## src/rtl/spi_pkg.sv

```systemverilog
`default_nettype none
// ============================================================================
// Module      : spi_pkg
// Description : Shared constants for the SPI slave block: FSM state
//               encoding and the default serial word length.
// Revision    : 1.0 - initial release
// ============================================================================
package spi_pkg;

    // Default serial word length in bits.
    localparam int c_default_width = 8;

    // FSM state encoding.
    localparam int         c_state_w    = 1;
    localparam logic [0:0] c_st_idle    = 1'b0;
    localparam logic [0:0] c_st_active  = 1'b1;

endpackage : spi_pkg
`default_nettype wire

```

## src/rtl/spi_sync_edge.sv

```systemverilog
`default_nettype none
// ============================================================================
// Module      : spi_sync_edge
// Description : Two-flop synchronizer for an asynchronous input followed by
//               a rising/falling edge detector on the synchronized level.
// Ports       : clk, rst (async, active-high)
//               d     - asynchronous input
//               rise  - one-cycle pulse on a synchronized 0->1 transition
//               fall  - one-cycle pulse on a synchronized 1->0 transition
// Parameters  : RESET_VAL - value all flops take during reset, chosen as the
//               idle level of the line so that reset produces no edge.
// Revision    : 1.0 - initial release
// ============================================================================
module spi_sync_edge #(
    parameter logic RESET_VAL = 1'b0
) (
    input  logic clk,
    input  logic rst,
    input  logic d,
    output logic rise,
    output logic fall
);

    logic r_meta;
    logic r_sync;
    logic r_prev;

    always_ff @(posedge clk or posedge rst) begin
        if (rst) begin
            r_meta <= RESET_VAL;
            r_sync <= RESET_VAL;
            r_prev <= RESET_VAL;
        end else begin
            r_meta <= d;
            r_sync <= r_meta;
            r_prev <= r_sync;
        end
    end

    assign rise = r_sync & ~r_prev;
    assign fall = ~r_sync & r_prev;

endmodule : spi_sync_edge
`default_nettype wire

```

## src/rtl/spi_slave.sv

```systemverilog
`default_nettype none
// ============================================================================
// Module      : spi_slave
// Description : SPI mode-0, MSB-first slave with a system-clock domain
//               parallel interface. sck, cs_n and mosi are oversampled
//               (clk >= 4x sck) through two-flop synchronizers.
// Ports       : clk, rst (async, active-high)
//               sck, cs_n, mosi  - SPI inputs from the master
//               miso, miso_oe    - SPI output and its enable
//               tx_data/tx_valid/tx_ready - next word to transmit
//               rx_data/rx_valid/rx_ready - last received word
//               overrun          - sticky receive-overrun flag
// Config      : define SPI_SLAVE_OVERRUN_EN to enable overrun detection;
//               otherwise overrun is tied low and overwrites are silent.
// Revision    : 1.0 - initial release
// ============================================================================
module spi_slave
    import spi_pkg::*;
#(
    parameter int WIDTH = c_default_width
) (
    input  logic             clk,
    input  logic             rst,
    input  logic             sck,
    input  logic             cs_n,
    input  logic             mosi,
    output logic             miso,
    output logic             miso_oe,
    input  logic [WIDTH-1:0] tx_data,
    input  logic             tx_valid,
    output logic             tx_ready,
    output logic [WIDTH-1:0] rx_data,
    output logic             rx_valid,
    input  logic             rx_ready,
    output logic             overrun
);

    localparam int                 c_cnt_w = $clog2(WIDTH);
    localparam logic [c_cnt_w-1:0] c_last  = c_cnt_w'(WIDTH - 1);

    logic                  w_sck_rise;
    logic                  w_sck_fall;
    logic                  w_cs_rise;
    logic                  w_cs_fall;
    logic                  r_mosi_meta;
    logic                  r_mosi_sync;

    logic [c_state_w-1:0]  r_state;
    logic [c_state_w-1:0]  w_state_nxt;

    logic [c_cnt_w-1:0]    r_cnt;
    logic [WIDTH-1:0]      r_rx_sh;
    logic [WIDTH-1:0]      r_tx_sh;
    logic                  r_load_pend;
    logic [WIDTH-1:0]      r_rx_data;
    logic                  r_rx_valid;

    logic                  w_active;
    logic                  w_enter;
    logic                  w_leave;
    logic                  w_rise;
    logic                  w_fall;
    logic                  w_load;
    logic                  w_wrap;
    logic [WIDTH-1:0]      w_rx_word;

    spi_sync_edge #(.RESET_VAL(1'b0)) u_sck_sync (
        .clk  (clk),
        .rst  (rst),
        .d    (sck),
        .rise (w_sck_rise),
        .fall (w_sck_fall)
    );

    spi_sync_edge #(.RESET_VAL(1'b1)) u_cs_sync (
        .clk  (clk),
        .rst  (rst),
        .d    (cs_n),
        .rise (w_cs_rise),
        .fall (w_cs_fall)
    );

    // mosi shares the sck pipeline depth, so the sample taken on a detected
    // sck rise is the bit the master presented at that rise.
    always_ff @(posedge clk or posedge rst) begin
        if (rst) begin
            r_mosi_meta <= 1'b0;
            r_mosi_sync <= 1'b0;
        end else begin
            r_mosi_meta <= mosi;
            r_mosi_sync <= r_mosi_meta;
        end
    end

    // ---------------------------------------------------------------- FSM
    always_ff @(posedge clk or posedge rst) begin
        if (rst) begin
            r_state <= c_st_idle;
        end else begin
            r_state <= w_state_nxt;
        end
    end

    always_comb begin
        w_state_nxt = r_state;
        case (r_state)
            c_st_idle:   if (w_cs_fall) w_state_nxt = c_st_active;
            c_st_active: if (w_cs_rise) w_state_nxt = c_st_idle;
            default:     w_state_nxt = c_st_idle;
        endcase
    end

    // ------------------------------------------------------- event decode
    assign w_active  = (r_state == c_st_active);
    assign w_enter   = (r_state == c_st_idle) & w_cs_fall;
    assign w_leave   = w_active & w_cs_rise;
    // A deselect takes priority over any sck edge seen in the same cycle.
    assign w_rise    = w_active & ~w_cs_rise & w_sck_rise;
    assign w_fall    = w_active & ~w_cs_rise & w_sck_fall;
    assign w_load    = w_enter | (w_fall & r_load_pend);
    assign w_wrap    = w_rise & (r_cnt == c_last);
    assign w_rx_word = {r_rx_sh[WIDTH-2:0], r_mosi_sync};

    // ------------------------------------------------------------ datapath
    always_ff @(posedge clk or posedge rst) begin
        if (rst) begin
            r_cnt       <= '0;
            r_rx_sh     <= '0;
            r_tx_sh     <= '0;
            r_load_pend <= 1'b0;
            r_rx_data   <= '0;
            r_rx_valid  <= 1'b0;
        end else begin
            if (w_enter || w_leave) begin
                // Fresh selection or deselect: drop any partial word.
                r_cnt       <= '0;
                r_rx_sh     <= '0;
                r_load_pend <= 1'b0;
            end else begin
                if (w_rise) begin
                    r_rx_sh <= w_rx_word;
                    r_cnt   <= w_wrap ? '0 : r_cnt + 1'b1;
                    if (w_wrap) begin
                        r_load_pend <= 1'b1;
                    end
                end
                if (w_fall && r_load_pend) begin
                    r_load_pend <= 1'b0;
                end
            end

            // Underrun sends all-ones so the master sees an idle-high line.
            if (w_load) begin
                r_tx_sh <= tx_valid ? tx_data : '1;
            end else if (w_fall) begin
                r_tx_sh <= r_tx_sh << 1;
            end

            if (w_wrap) begin
                r_rx_data <= w_rx_word;
            end

            // A completing word wins over a same-cycle consume.
            if (w_wrap) begin
                r_rx_valid <= 1'b1;
            end else if (r_rx_valid && rx_ready) begin
                r_rx_valid <= 1'b0;
            end
        end
    end

`ifdef SPI_SLAVE_OVERRUN_EN
    logic r_overrun;

    always_ff @(posedge clk or posedge rst) begin
        if (rst) begin
            r_overrun <= 1'b0;
        end else if (w_wrap && r_rx_valid && !rx_ready) begin
            r_overrun <= 1'b1;
        end else if (w_enter) begin
            r_overrun <= 1'b0;
        end
    end

    assign overrun = r_overrun;
`else
    assign overrun = 1'b0;
`endif

    assign miso     = w_active ? r_tx_sh[WIDTH-1] : 1'b0;
    assign miso_oe  = w_active;
    assign tx_ready = w_load & tx_valid;
    assign rx_data  = r_rx_data;
    assign rx_valid = r_rx_valid;

endmodule : spi_slave
`default_nettype wire

```

## config.mk

```make
export PLATFORM = sky130hd
export DESIGN_NAME = spi_slave
export DESIGN_NICKNAME = d
export VERILOG_FILES = /design/src/rtl/spi_pkg.sv /design/src/rtl/spi_sync_edge.sv /design/src/rtl/spi_slave.sv
export SDC_FILE = /design/constraint.sdc
export NUM_CORES = 1
export LEC_CHECK = 0
export CAP_MARGIN = 30
export CORE_MARGIN = 1
export CORE_UTILIZATION = 31
export CTS_BUF_LIST = sky130_fd_sc_hd__clkbuf_8
export DETAILED_ROUTE_END_ITERATION = 10
export GPL_ROUTABILITY_DRIVEN = 0
export PLACE_DENSITY = 0.62
export SLEW_MARGIN = 10
export SYNTH_ARGS = -nofsm -noshare
export SYNTH_HDL_FRONTEND = slang
export SYNTH_SLANG_ARGS = --single-unit
```

## constraint.sdc

```tcl
create_clock -name clk -period 4 [get_ports clk]
set_input_delay 0.8 -clock clk [delete_from_list [all_inputs] [get_ports clk]]
set_output_delay 0.8 -clock clk [all_outputs]
set_load 0.1 [all_outputs]
```

==> flow_metrics.py <==
metrics = {
    "cts": {
        "cts.sinks": 37,
        "hold_buffers": 0,
        "clk_pin_slew_ps": 70,
        "cts_tree": "built",
        "cts_resized": 0,
        "cts_root_buf": "clkbuf_8",
        "cts_buffers": 5,
        "htreeDepth": 2,
        "clock_path_buffers": 2,
        "clk_latency_ps": 290,
        "postCtsSetupBuffers": 0,
    },
    "yosys": {
        "synth_cells": 138,
        "synth_top_cell_by_area": "dfrtp_1",
        "synth_area_leaders": "dfrtp_1 (51%), mux2_4 (7.3%), dfstp_2 (4.8%), a22o_1 (4.8%), nand2_1 (3.2%)",
        "avgSynthCellArea_sq_um": 12.0,
        "syn_area_sq_um": 1660,
        "synth_async_sr_flop_share": 1.00,
        "netlist.area_leader.share": 0.514,
        "ys_ff_latch": 37,
        "synth_flop_cell": "dfrtp_1",
        "post-synth-top-count-cell": "dfrtp_1",
        "syn-num-nets": 155,
        "synth-edff-count": 0,
        "synth_common_cells": "dfrtp_1 (34), nand2_1 (14), a22o_1 (9), o21ai_0 (9)",
        "yosys_warnings": 0,
        "ys_types": 35,
        "yosysSeqAreaShare": 0.561,
    },
    "route": {
        "wl_per_cell_um": 11.7,
        "viasPerCell": 4.49,
        "drc_errors": 0,
        "ant_nets": 0,
        "initialDrtViolationCount": 87,
        "routed_wl_um": 2750,
        "first_pass_iters": 4,
        "vias": 1056,
    },
    "timing": {
        "max_freq_ghz": 0.330,
        "min_period_ps": 3030,
        "final.setup_skew_ps": 8.89,
        "rsz0062_at_grt": "no",
        "finalSetupTns_ps": 0,
        "relSlewSlack": 0.356,
        "maxSlewViolCount": 0,
        "hold_viol_final": 0,
        "worstMarginPinSlew_ps": 964,
        "setup_viol": 0,
        "fin_crit_sh": 0.757,
    },
    "power_and_ir_drop": {
        "leakage_nw": 0.948,
        "peakVddDrop_uv": 176,
        "cellPowerDensity_nw_per_um2": 419,
        "total_power_w": 0.000863,
    },
    "status": {
        "run_status": "finished clean",
    },
    "finish": {
        "design_area_sq_um": 2060,
        "drive_gt1_frac": 0.170,
        "fin_util": 0.400,
        "fin_nets": 182,
        "syn_to_final_growth_pct": 24.2,
        "fillers": 512,
        "diodes": 0,
    },
    "setup_path": {
        "start_kind": "flip-flop",
        "reg2reg_setup_slack_ps": 2060,
        "critical_path_class": "reg2out",
        "crit_fanout": 12,
        "crit_start": "miso_oe",
        "slowest_stage": "clkdlybuf4s50_1",
        "worst-path-buf-inv": 1,
        "path_delay_family": "buffers and inverters",
        "required_ps": 3200,
        "r2r_cells": 4,
        "path_cells": "and2_1 > clkdlybuf4s50_1",
        "r2r_end": "rx_data[0]",
        "crit_path_max_incr_delay_ps": 1120,
        "r2r_start": "u_cs_sync.r_prev",
        "endpoint_kind": "output pin",
        "cp.arrival_ps": 2230,
    },
    "floorplanning": {
        "start_util": 0.322,
        "core_sq_um": 5140,
        "ios": 28,
        "rows": 26,
        "die-area_sq_um": 5640,
        "dieWidth_um": 75.1,
        "fp.dieH_um": 75.1,
    },
    "grt": {
        "grt_remaining_overflow": 0,
        "grt_usage": 0.111,
        "grt_pass1_vias": 990,
        "grt_pass1_wl_um": 4500,
        "antenna_found_initial": 0,
        "grt_max_degree": 38,
    },
    "run": {
        "maxCapViolCount": 0,
    },
    "place": {
        "hpwlAfterDp_um": 1880,
        "dpl_cell_area_sq_um": 1950,
        "io_buffer_count": 26,
    },
    "min_path": {
        "whs_endpoint": "r_mosi_sync",
        "hold-path-cell-count": 0,
        "min_from": "r_mosi_meta",
        "hold_class": "reg2reg",
    },
}
[cell type report]
class | count | area, sq um | area share
timing repair buffer | 27 | 265 | 0.129
clock inverter | 2 | 35.0 | 0.0170
multi-input combinational | 86 | 642 | 0.312
sequential | 37 | 930 | 0.452
tap | 70 | 87.6 | 0.0426
clock buffer | 5 | 68.8 | 0.0334
inverter | 8 | 30.0 | 0.0146
[worst max path at each step]
stage	to	slack, ps	cells past startpoint
5_1_grt	miso	890	2
3_5_place_dp	tx_ready	1120	5
3_3_place_gp	tx_ready	1170	5
2_1_floorplan	tx_ready	1070	4
4_1_cts	miso	950	2
6_report	miso	970	2
[sequential cells by signal, indices dropped and copies added, names as in the netlist]
name and flops:
rx_data 8, r_mosi_sync 1, r_mosi_meta 1, miso_oe 1, r_cnt 3, u_cs_sync.r_sync 1
r_load_pend 1, r_tx_sh 8, r_rx_sh 7, u_cs_sync.r_prev 1, u_cs_sync.r_meta 1, u_sck_sync.r_prev 1
u_sck_sync.r_sync 1, u_sck_sync.r_meta 1, rx_valid 1
[layer usage]
layer	share of wire	vias to the layer above	track usage	wire length, um
met4	0.027	0	0.0692	74
met1	0.46	505	0.137	1270
li1	-	525	-	-
met3	0.032	8	0.0321	88
met5	0	-	0	0
met2	0.48	18	0.172	1310
[where the power goes]
part / internal [W] / total, W / leakage [nW] / switching [W]
Clock: 0.000181 / 0.000309 / 0.0540 / 0.000128
Sequential: 0.000407 / 0.000431 / 0.474 / 0.0000241
Combinational: 0.0000524 / 0.000122 / 0.420 / 0.0000700
Total: 0.000641 / 0.000863 / 0.948 / 0.000222
[through the flow]
stage                     hold WS [ps]  setup WS [ps]  instances
after floorplan                    331           1070        138
after global placement             332           1170        228
after detailed placement           336           1120        228
after CTS                          351            951        235
after global routing               360            887        235
final                              348            973        235
[cells in the final DEF (no fill, tap or decap), types with 2 or more instances in the layout]
cell type / synthesis / routed
a21oi_1: 8 / 8
a22o_1: 9 / 9
buf_4: 3 / 2
clkbuf_8: 0 / 5
clkdlybuf4s50_1: 0 / 25
dfrtp_1: 34 / 34
dfstp_2: 3 / 3
ha_1: 2 / 2
inv_1: 8 / 8
mux2_4: 8 / 8
nand2_1: 14 / 14
nor2_1: 8 / 8
o21ai_0: 9 / 9
or2_1: 7 / 7
[kinds of logic after synthesis]
group | count (synthesis) | share of synthesized area
DFF | 37 | 0.561
buffers and inverters | 15 | 0.0514
adders and majority gates | 2 | 0.0151
muxes | 8 | 0.0725
AOI/OAI and AO/OA | 33 | 0.137
and+or+nand+nor | 42 | 0.160
other | 1 | 0.00226
[worst register-to-register path: cells and delay by family (launching register included)]
family	cells	cell delay, ps
AND/OR/NAND/NOR	3	950
multiplexers	1	330
flip-flops	1	540
Note: power is estimated with default switching activity, not from simulation.
